### config.mk
export PLATFORM = sky130hd
export DESIGN_NAME = nec_ir_tx
export DESIGN_NICKNAME = d
export VERILOG_FILES = /design/src/rtl/nec_pkg.sv /design/src/rtl/nec_carrier_gen.sv /design/src/rtl/nec_ir_tx.sv
export SDC_FILE = /design/constraint.sdc
export NUM_CORES = 1
export LEC_CHECK = 0
export BUFFER_PORTS_ARGS = -buffer_cell sky130_fd_sc_hd__buf_2
export CAP_MARGIN = 10
export CORE_MARGIN = 3
export CORE_UTILIZATION = 54
export CTS_CLUSTER_SIZE = 14
export DETAILED_ROUTE_END_ITERATION = 8
export PLACE_DENSITY = 0.75
export SLEW_MARGIN = 20
export SYNTH_ARGS = -nofsm -noshare
export SYNTH_HDL_FRONTEND = slang
export SYNTH_SLANG_ARGS = --single-unit
### constraint.sdc
create_clock -name clk -period 2.5 [get_ports clk]
set_input_delay 0.5 -clock clk [delete_from_list [all_inputs] [get_ports clk]]
set_output_delay 0.5 -clock clk [all_outputs]
set_load 0.02 [all_outputs]
### src/rtl/nec_pkg.sv
// Shared NEC IR definitions: transmitter states, default timing at 50 MHz,
// command codes used by the calculator, and the frame builder.
package nec_pkg;

  typedef enum logic [2:0] {
    IDLE,
    LEAD_MARK,
    LEAD_SPACE,
    BIT_MARK,
    BIT_SPACE,
    STOP_MARK,
    GAP
  } nec_state_t;

  // Default timing in clk cycles at 50 MHz
  localparam int NEC_T_LEAD_MARK  = 450000;
  localparam int NEC_T_LEAD_SPACE = 225000;
  localparam int NEC_T_REP_SPACE  = 112500;
  localparam int NEC_T_BIT_MARK   = 28125;
  localparam int NEC_T_ZERO_SPACE = 28125;
  localparam int NEC_T_ONE_SPACE  = 84375;
  localparam int NEC_T_GAP        = 1500000;
  localparam int NEC_CARRIER_HALF = 658;
  localparam int NEC_CNT_W        = 21;

  // Command codes understood by the calculator receiver
  localparam logic [7:0] NEC_CMD_POWER     = 8'h12;
  localparam logic [7:0] NEC_CMD_CLEAR_A   = 8'h0F;
  localparam logic [7:0] NEC_CMD_CLEAR_ALL = 8'h10;
  localparam logic [7:0] NEC_CMD_CLEAR_B   = 8'h13;
  localparam logic [7:0] NEC_CMD_ADD       = 8'h1A;
  localparam logic [7:0] NEC_CMD_SUB       = 8'h1E;
  localparam logic [7:0] NEC_CMD_SIGN      = 8'h0C;

  // 32-bit word sent LSB-first: addr, ~addr, cmd, ~cmd
  function automatic logic [31:0] build_frame(input logic [7:0] addr,
                                              input logic [7:0] cmd);
    return {~cmd, cmd, ~addr, addr};
  endfunction

  // States in which the IR line carries a mark (line low)
  function automatic logic is_mark_state(input nec_state_t s);
    return (s == LEAD_MARK) || (s == BIT_MARK) || (s == STOP_MARK);
  endfunction

endpackage

### src/rtl/nec_carrier_gen.sv
// 38 kHz carrier for the IR LED. Runs only while enabled (mark), restarts
// high on every mark entry, and holds the LED off otherwise.
module nec_carrier_gen
  import nec_pkg::*;
#(
  parameter int CARRIER_HALF = NEC_CARRIER_HALF
) (
  input  logic clk,
  input  logic rst,
  input  logic i_enable,
  input  logic i_phase_reset,
  output logic o_led
);

  localparam int PW = (CARRIER_HALF > 1) ? $clog2(CARRIER_HALF) : 1;
  localparam logic [PW-1:0] PHASE_END = PW'(CARRIER_HALF - 1);

  logic [PW-1:0] r_phase_cnt;
  logic          r_led;

  // Half-period counter; inputs describe the next cycle so o_led lines up with the registered ir_out
  always_ff @(posedge clk) begin
    if (rst) begin
      r_phase_cnt <= '0;
      r_led       <= 1'b0;
    end else if (!i_enable) begin
      r_phase_cnt <= '0;
      r_led       <= 1'b0;
    end else if (i_phase_reset) begin
      r_phase_cnt <= '0;
      r_led       <= 1'b1;
    end else if (r_phase_cnt == PHASE_END) begin
      r_phase_cnt <= '0;
      r_led       <= ~r_led;
    end else begin
      r_phase_cnt <= r_phase_cnt + PW'(1);
    end
  end

  assign o_led = r_led;

endmodule

### src/rtl/nec_ir_tx.sv
// NEC IR transmitter: leader, 32 pulse-distance bits LSB-first, stop burst
// and guard gap, or the short repeat code. All outputs are registered from
// the next state so the line only changes at state boundaries.
module nec_ir_tx
  import nec_pkg::*;
#(
  parameter int T_LEAD_MARK  = NEC_T_LEAD_MARK,
  parameter int T_LEAD_SPACE = NEC_T_LEAD_SPACE,
  parameter int T_REP_SPACE  = NEC_T_REP_SPACE,
  parameter int T_BIT_MARK   = NEC_T_BIT_MARK,
  parameter int T_ZERO_SPACE = NEC_T_ZERO_SPACE,
  parameter int T_ONE_SPACE  = NEC_T_ONE_SPACE,
  parameter int T_GAP        = NEC_T_GAP,
  parameter int CARRIER_HALF = NEC_CARRIER_HALF,
  parameter int CNT_W        = NEC_CNT_W
) (
  input  logic       clk,
  input  logic       rst,
  input  logic       start,
  input  logic       repeat_req,
  input  logic [7:0] addr,
  input  logic [7:0] cmd,
  output logic       busy,
  output logic       done,
  output logic       ir_out,
  output logic       led_out
);

  // Terminal counts: a state lasting T cycles exits when the counter reads T-1
  localparam logic [CNT_W-1:0] LEAD_MARK_END  = CNT_W'(T_LEAD_MARK - 1);
  localparam logic [CNT_W-1:0] LEAD_SPACE_END = CNT_W'(T_LEAD_SPACE - 1);
  localparam logic [CNT_W-1:0] REP_SPACE_END  = CNT_W'(T_REP_SPACE - 1);
  localparam logic [CNT_W-1:0] BIT_MARK_END   = CNT_W'(T_BIT_MARK - 1);
  localparam logic [CNT_W-1:0] ZERO_SPACE_END = CNT_W'(T_ZERO_SPACE - 1);
  localparam logic [CNT_W-1:0] ONE_SPACE_END  = CNT_W'(T_ONE_SPACE - 1);
  localparam logic [CNT_W-1:0] GAP_END        = CNT_W'(T_GAP - 1);

  nec_state_t       r_state;
  logic [CNT_W-1:0] r_cnt;
  logic [4:0]       r_idx;
  logic [31:0]      r_frame;
  logic             r_rep;
  logic             r_busy;
  logic             r_done;
  logic             r_ir;

  nec_state_t       w_state_next;
  logic [CNT_W-1:0] w_cnt_next;
  logic [4:0]       w_idx_next;
  logic [31:0]      w_frame_next;
  logic             w_rep_next;
  logic             w_gap_end;
  logic             w_mark_next;
  logic             w_mark_entry;
  logic             w_led;

  // State, counter, bit index and latched frame; reset drops the line to idle immediately
  always_ff @(posedge clk) begin
    if (rst) begin
      r_state <= IDLE;
      r_cnt   <= '0;
      r_idx   <= '0;
      r_frame <= '0;
      r_rep   <= 1'b0;
      r_busy  <= 1'b0;
      r_done  <= 1'b0;
      r_ir    <= 1'b1;
    end else begin
      r_state <= w_state_next;
      r_cnt   <= w_cnt_next;
      r_idx   <= w_idx_next;
      r_frame <= w_frame_next;
      r_rep   <= w_rep_next;
      r_busy  <= (w_state_next != IDLE);
      r_done  <= w_gap_end;
      r_ir    <= ~w_mark_next;
    end
  end

  // Next-state logic: accept in IDLE, otherwise advance when the timed state expires
  always_comb begin
    w_state_next = r_state;
    w_cnt_next   = r_cnt + CNT_W'(1);
    w_idx_next   = r_idx;
    w_frame_next = r_frame;
    w_rep_next   = r_rep;
    w_gap_end    = 1'b0;
    case (r_state)
      IDLE: begin
        w_cnt_next = '0;
        if (start) begin
          w_frame_next = build_frame(addr, cmd);
          w_rep_next   = 1'b0;
          w_state_next = LEAD_MARK;
        end else if (repeat_req) begin
          w_rep_next   = 1'b1;
          w_state_next = LEAD_MARK;
        end
      end
      LEAD_MARK: begin
        if (r_cnt == LEAD_MARK_END) begin
          w_cnt_next   = '0;
          w_state_next = LEAD_SPACE;
        end
      end
      LEAD_SPACE: begin
        if (r_cnt == (r_rep ? REP_SPACE_END : LEAD_SPACE_END)) begin
          w_cnt_next = '0;
          if (r_rep) begin
            w_state_next = STOP_MARK;
          end else begin
            w_state_next = BIT_MARK;
            w_idx_next   = '0;
          end
        end
      end
      BIT_MARK: begin
        if (r_cnt == BIT_MARK_END) begin
          w_cnt_next   = '0;
          w_state_next = BIT_SPACE;
        end
      end
      BIT_SPACE: begin
        if (r_cnt == (r_frame[r_idx] ? ONE_SPACE_END : ZERO_SPACE_END)) begin
          w_cnt_next = '0;
          if (r_idx == 5'd31) begin
            w_state_next = STOP_MARK;
          end else begin
            w_state_next = BIT_MARK;
            w_idx_next   = r_idx + 5'd1;
          end
        end
      end
      STOP_MARK: begin
        if (r_cnt == BIT_MARK_END) begin
          w_cnt_next   = '0;
          w_state_next = GAP;
        end
      end
      GAP: begin
        if (r_cnt == GAP_END) begin
          w_cnt_next   = '0;
          w_state_next = IDLE;
          w_gap_end    = 1'b1;
        end
      end
      default: begin
        w_cnt_next   = '0;
        w_state_next = IDLE;
      end
    endcase
  end

  // Carrier runs during the coming mark and restarts its phase when a mark begins
  assign w_mark_next  = is_mark_state(w_state_next);
  assign w_mark_entry = w_mark_next & ~is_mark_state(r_state);

  nec_carrier_gen #(
    .CARRIER_HALF(CARRIER_HALF)
  ) u_carrier (
    .clk          (clk),
    .rst          (rst),
    .i_enable     (w_mark_next),
    .i_phase_reset(w_mark_entry),
    .o_led        (w_led)
  );

  assign busy    = r_busy;
  assign done    = r_done;
  assign ir_out  = r_ir;
  assign led_out = w_led;

endmodule

==> flow_summary.ini <==
[status]
status = finished clean

[sta]
fin_ws_ps = 76.4
finClkSkew_ps = 9.19
finalSetupViolCount = 0
finalWorstPathRequiredPeriod_ps = 2420
tightest_slew_ps = 677
holdWs_ps = 381
rsz0062_at_grt = true
timing.final.crit_share_pct = 96.9
finalHoldViolCount = 0
clock.fmax_mhz = 413
slew_viol_final = 0
fin_setup_tns_ps = 0
maxSlewHeadroom_pct = 54.8

[setup_path]
crit_arrival_ps = 2680
crit_chain = or3_4, nor4_1, nand4_1, and2_1, mux2_2, o21ai_1, buf_4, nor2_1
r2r-start = r_cnt[20]
worstPathMaxFanout = 10
slowest_stage = nor4_1
rrSetupSlack_ps = 80
crit_path_end = r_cnt[20]
reg2regPathDepth = 8
start_kind = register
end_kind = register
startpoint = r_cnt[20]
max_stage_delay_ps = 420
reg2reg_to = r_cnt[20]
crit_required_ps = 2750
critPathKind = register to register

[logic_synthesis]
yosys.area.top_type_share_pct = 40.5
netlist_top_cells_area = dfxtp_1, nor2_1, nand2_1
synth_nets = 493
synth.cells.most_frequent = nor2_1, dfxtp_1, nand2_1, a21oi_1, nand3_1
syn_inst = 467
synthFlopType = dfxtp_1
avgSynthCellArea_sq_um = 8.04
synth_most_common_cell = nor2_1
ys_seq_area_share_pct = 40.5
ys_ff_latch = 76
yosysWarnings = 0
synth_cell_types = 50
synth_edf_count = 0
synth_area_sq_um = 3750
synthArstFlopShare_pct = 0
yosys.area.top_type = dfxtp_1

[run]
drv_cap = 0

[power_and_ir_drop]
leakagePower_uw = 0.00154
vdd_drop_max_mv = 0.342
p_sw_uw = 636
clkPwrFrac_pct = 37.4
switching_share_pct = 27.3
p_total_uw = 2330
power_density_nw_per_um2 = 544
power.share.combinational_pct = 7.7
power_frac_seq_pct = 55.0
p_int_uw = 1700

[grt]
grt.total_usage_pct = 21.4
grt_first_pass_wirelength_mm = 13.4
antenna_found_initial = 0
grt_max_degree = 47
grt_overflow = 0
grt_pass1_vias = 2883

[min_path]
hold_path.class = input port to register

[route]
ant_nets = 0
drt-pass1-iter-count = 4
drt-wirelength-per-cell_um = 14.4
drtIter0Drc = 203
drc = 0
num_vias = 3305
via_per_inst = 5.69
routed_wirelength_mm = 8.38

[clock_tree]
cts-root-buf = clkbuf_8
cts_tree = done
clock_sinks = 76
clk_pin_slew_ps = 80
cts.path.max_buffers = 2
cts_buffers = 9
clk_latency_ps = 360
htree_levels = 3

[final_layout]
n_antenna_cell = 0
drive_gt1_share_pct = 17.5
area_growth_pct = 14.3
fin_nets = 525

[floorplanning]
die_w_um = 89.4
start_util_pct = 57.5
die-area_sq_um = 7990
rows = 29
chipHeight_um = 89.4
core_region_area_sq_um = 6530
ios = 24

[place]
port_buffers = 23
place_congestion = 0.909
dpl.hpwl_mm = 5.88
place_ws_ps = -64.9
layout make-up:
type | instances | area, sq um
well taps | 77 | 96.3
multi-input cells | 355 | 2140
flip-flops and latches | 76 | 1530
repair buffers | 47 | 308
fillers | 559 | 2240
clock buffers | 9 | 124
clock inverters | 7 | 56.3
inverters | 10 | 37.5
through the flow:
stage                     utilization [%]  cells  cell area (sq um)
after floorplan                         -    467               3750
after global placement               61.6    563               4020
after detailed placement             61.6    563               4020
after CTS                            64.4    579               4210
after global routing                 65.7    581               4290
final                                65.7    581               4290
power by group through the flow:
stage / combinational, uW / sequential (uW) / clock (uW)
finish: 179 / 1280 / 872
global route: 202 / 1290 / 931
CTS: 178 / 1280 / 886
detailed placement: 177 / 1310 / 0
global placement: 173 / 1310 / 0
floorplan: 124 / 1300 / 0
placed cells by master (no fill, tap or decap), types with 4 or more instances in the layout:
cell / Yosys / layout
nand2b_1: 9 / 9
clkbuf_8: 0 / 9
dfxtp_1: 76 / 72
inv_1: 10 / 10
nor3_1: 5 / 5
nand3_1: 24 / 23
nand4_1: 7 / 7
nor2_1: 82 / 78
nor4bb_1: 5 / 5
and3_1: 4 / 4
nor4_1: 6 / 6
xor2_1: 17 / 17
buf_4: 1 / 23
inv_6: 0 / 4
mux2i_1: 19 / 19
o21ai_0: 7 / 6
a22oi_1: 4 / 4
a21oi_1: 40 / 39
nand2_1: 59 / 59
ha_1: 6 / 6
and2_1: 6 / 6
buf_2: 5 / 23
xnor2_1: 11 / 11
repair_timing:
| action | CTS | global route |
|---|---|---|
| hold buffers | 0 | 0 |
| setup endpoints to repair | 3 | 38 |
| pin swaps | 0 | 8 |
| setup buffers | 0 | 2 |
| gates resized for setup | 1 | 21 |
logic make-up (layout without fill, tap and decap cells):
| kind of cell | after synthesis | count (layout) | synth area share [%] |
|---|---|---|---|
| compound gates | 67 | 67 | 10.7 |
| fa+ha+maj | 6 | 6 | 2.00 |
| xor+xnor | 28 | 28 | 6.53 |
| flops | 76 | 76 | 40.5 |
| buf+inv | 36 | 73 | 4.27 |
| simple gates | 233 | 233 | 30.3 |
| mux | 21 | 21 | 5.67 |
per-layer routing:
layer  track usage, %  vias up  part of all wire (%)
met4             8.93        0                   1.7
li1                 -     1668                     -
met1             30.6     1531                    46
met5                0        -                     0
met2             32.5       93                    46
met3             2.95       13                   6.3
critical path: cells and delay by family, from the launching register on:
family	cells	cell delay (ps)
AOI/OAI and AO/OA	1	190
buffers and inverters	1	210
DFF	1	360
muxes	1	270
and+or+nand+nor	5	1290
worst min path at each step:
stage | start | end | slack, ps | cells after the start
global route | addr[7] | r_frame[7] | 390 | 3
CTS | cmd[5] | r_frame[21] | 370 | 3
detailed placement | r_frame[19] | r_frame[19] | 450 | 2
floorplan | r_cnt[0] | r_cnt[0] | 430 | 1
global placement | r_frame[2] | r_frame[2] | 440 | 2
finish | addr[7] | r_frame[7] | 380 | 3
sequential cells by signal, summed over array words and instances, names as in the netlist:
register,count
r_frame,32
r_cnt,21
u_carrier.r_phase_cnt,10
r_idx,5
r_state,3
busy,1
done,1
ir_out,1
r_rep,1
u_carrier.o_led,1
No activity file was read; power rests on OpenSTA's default activity.
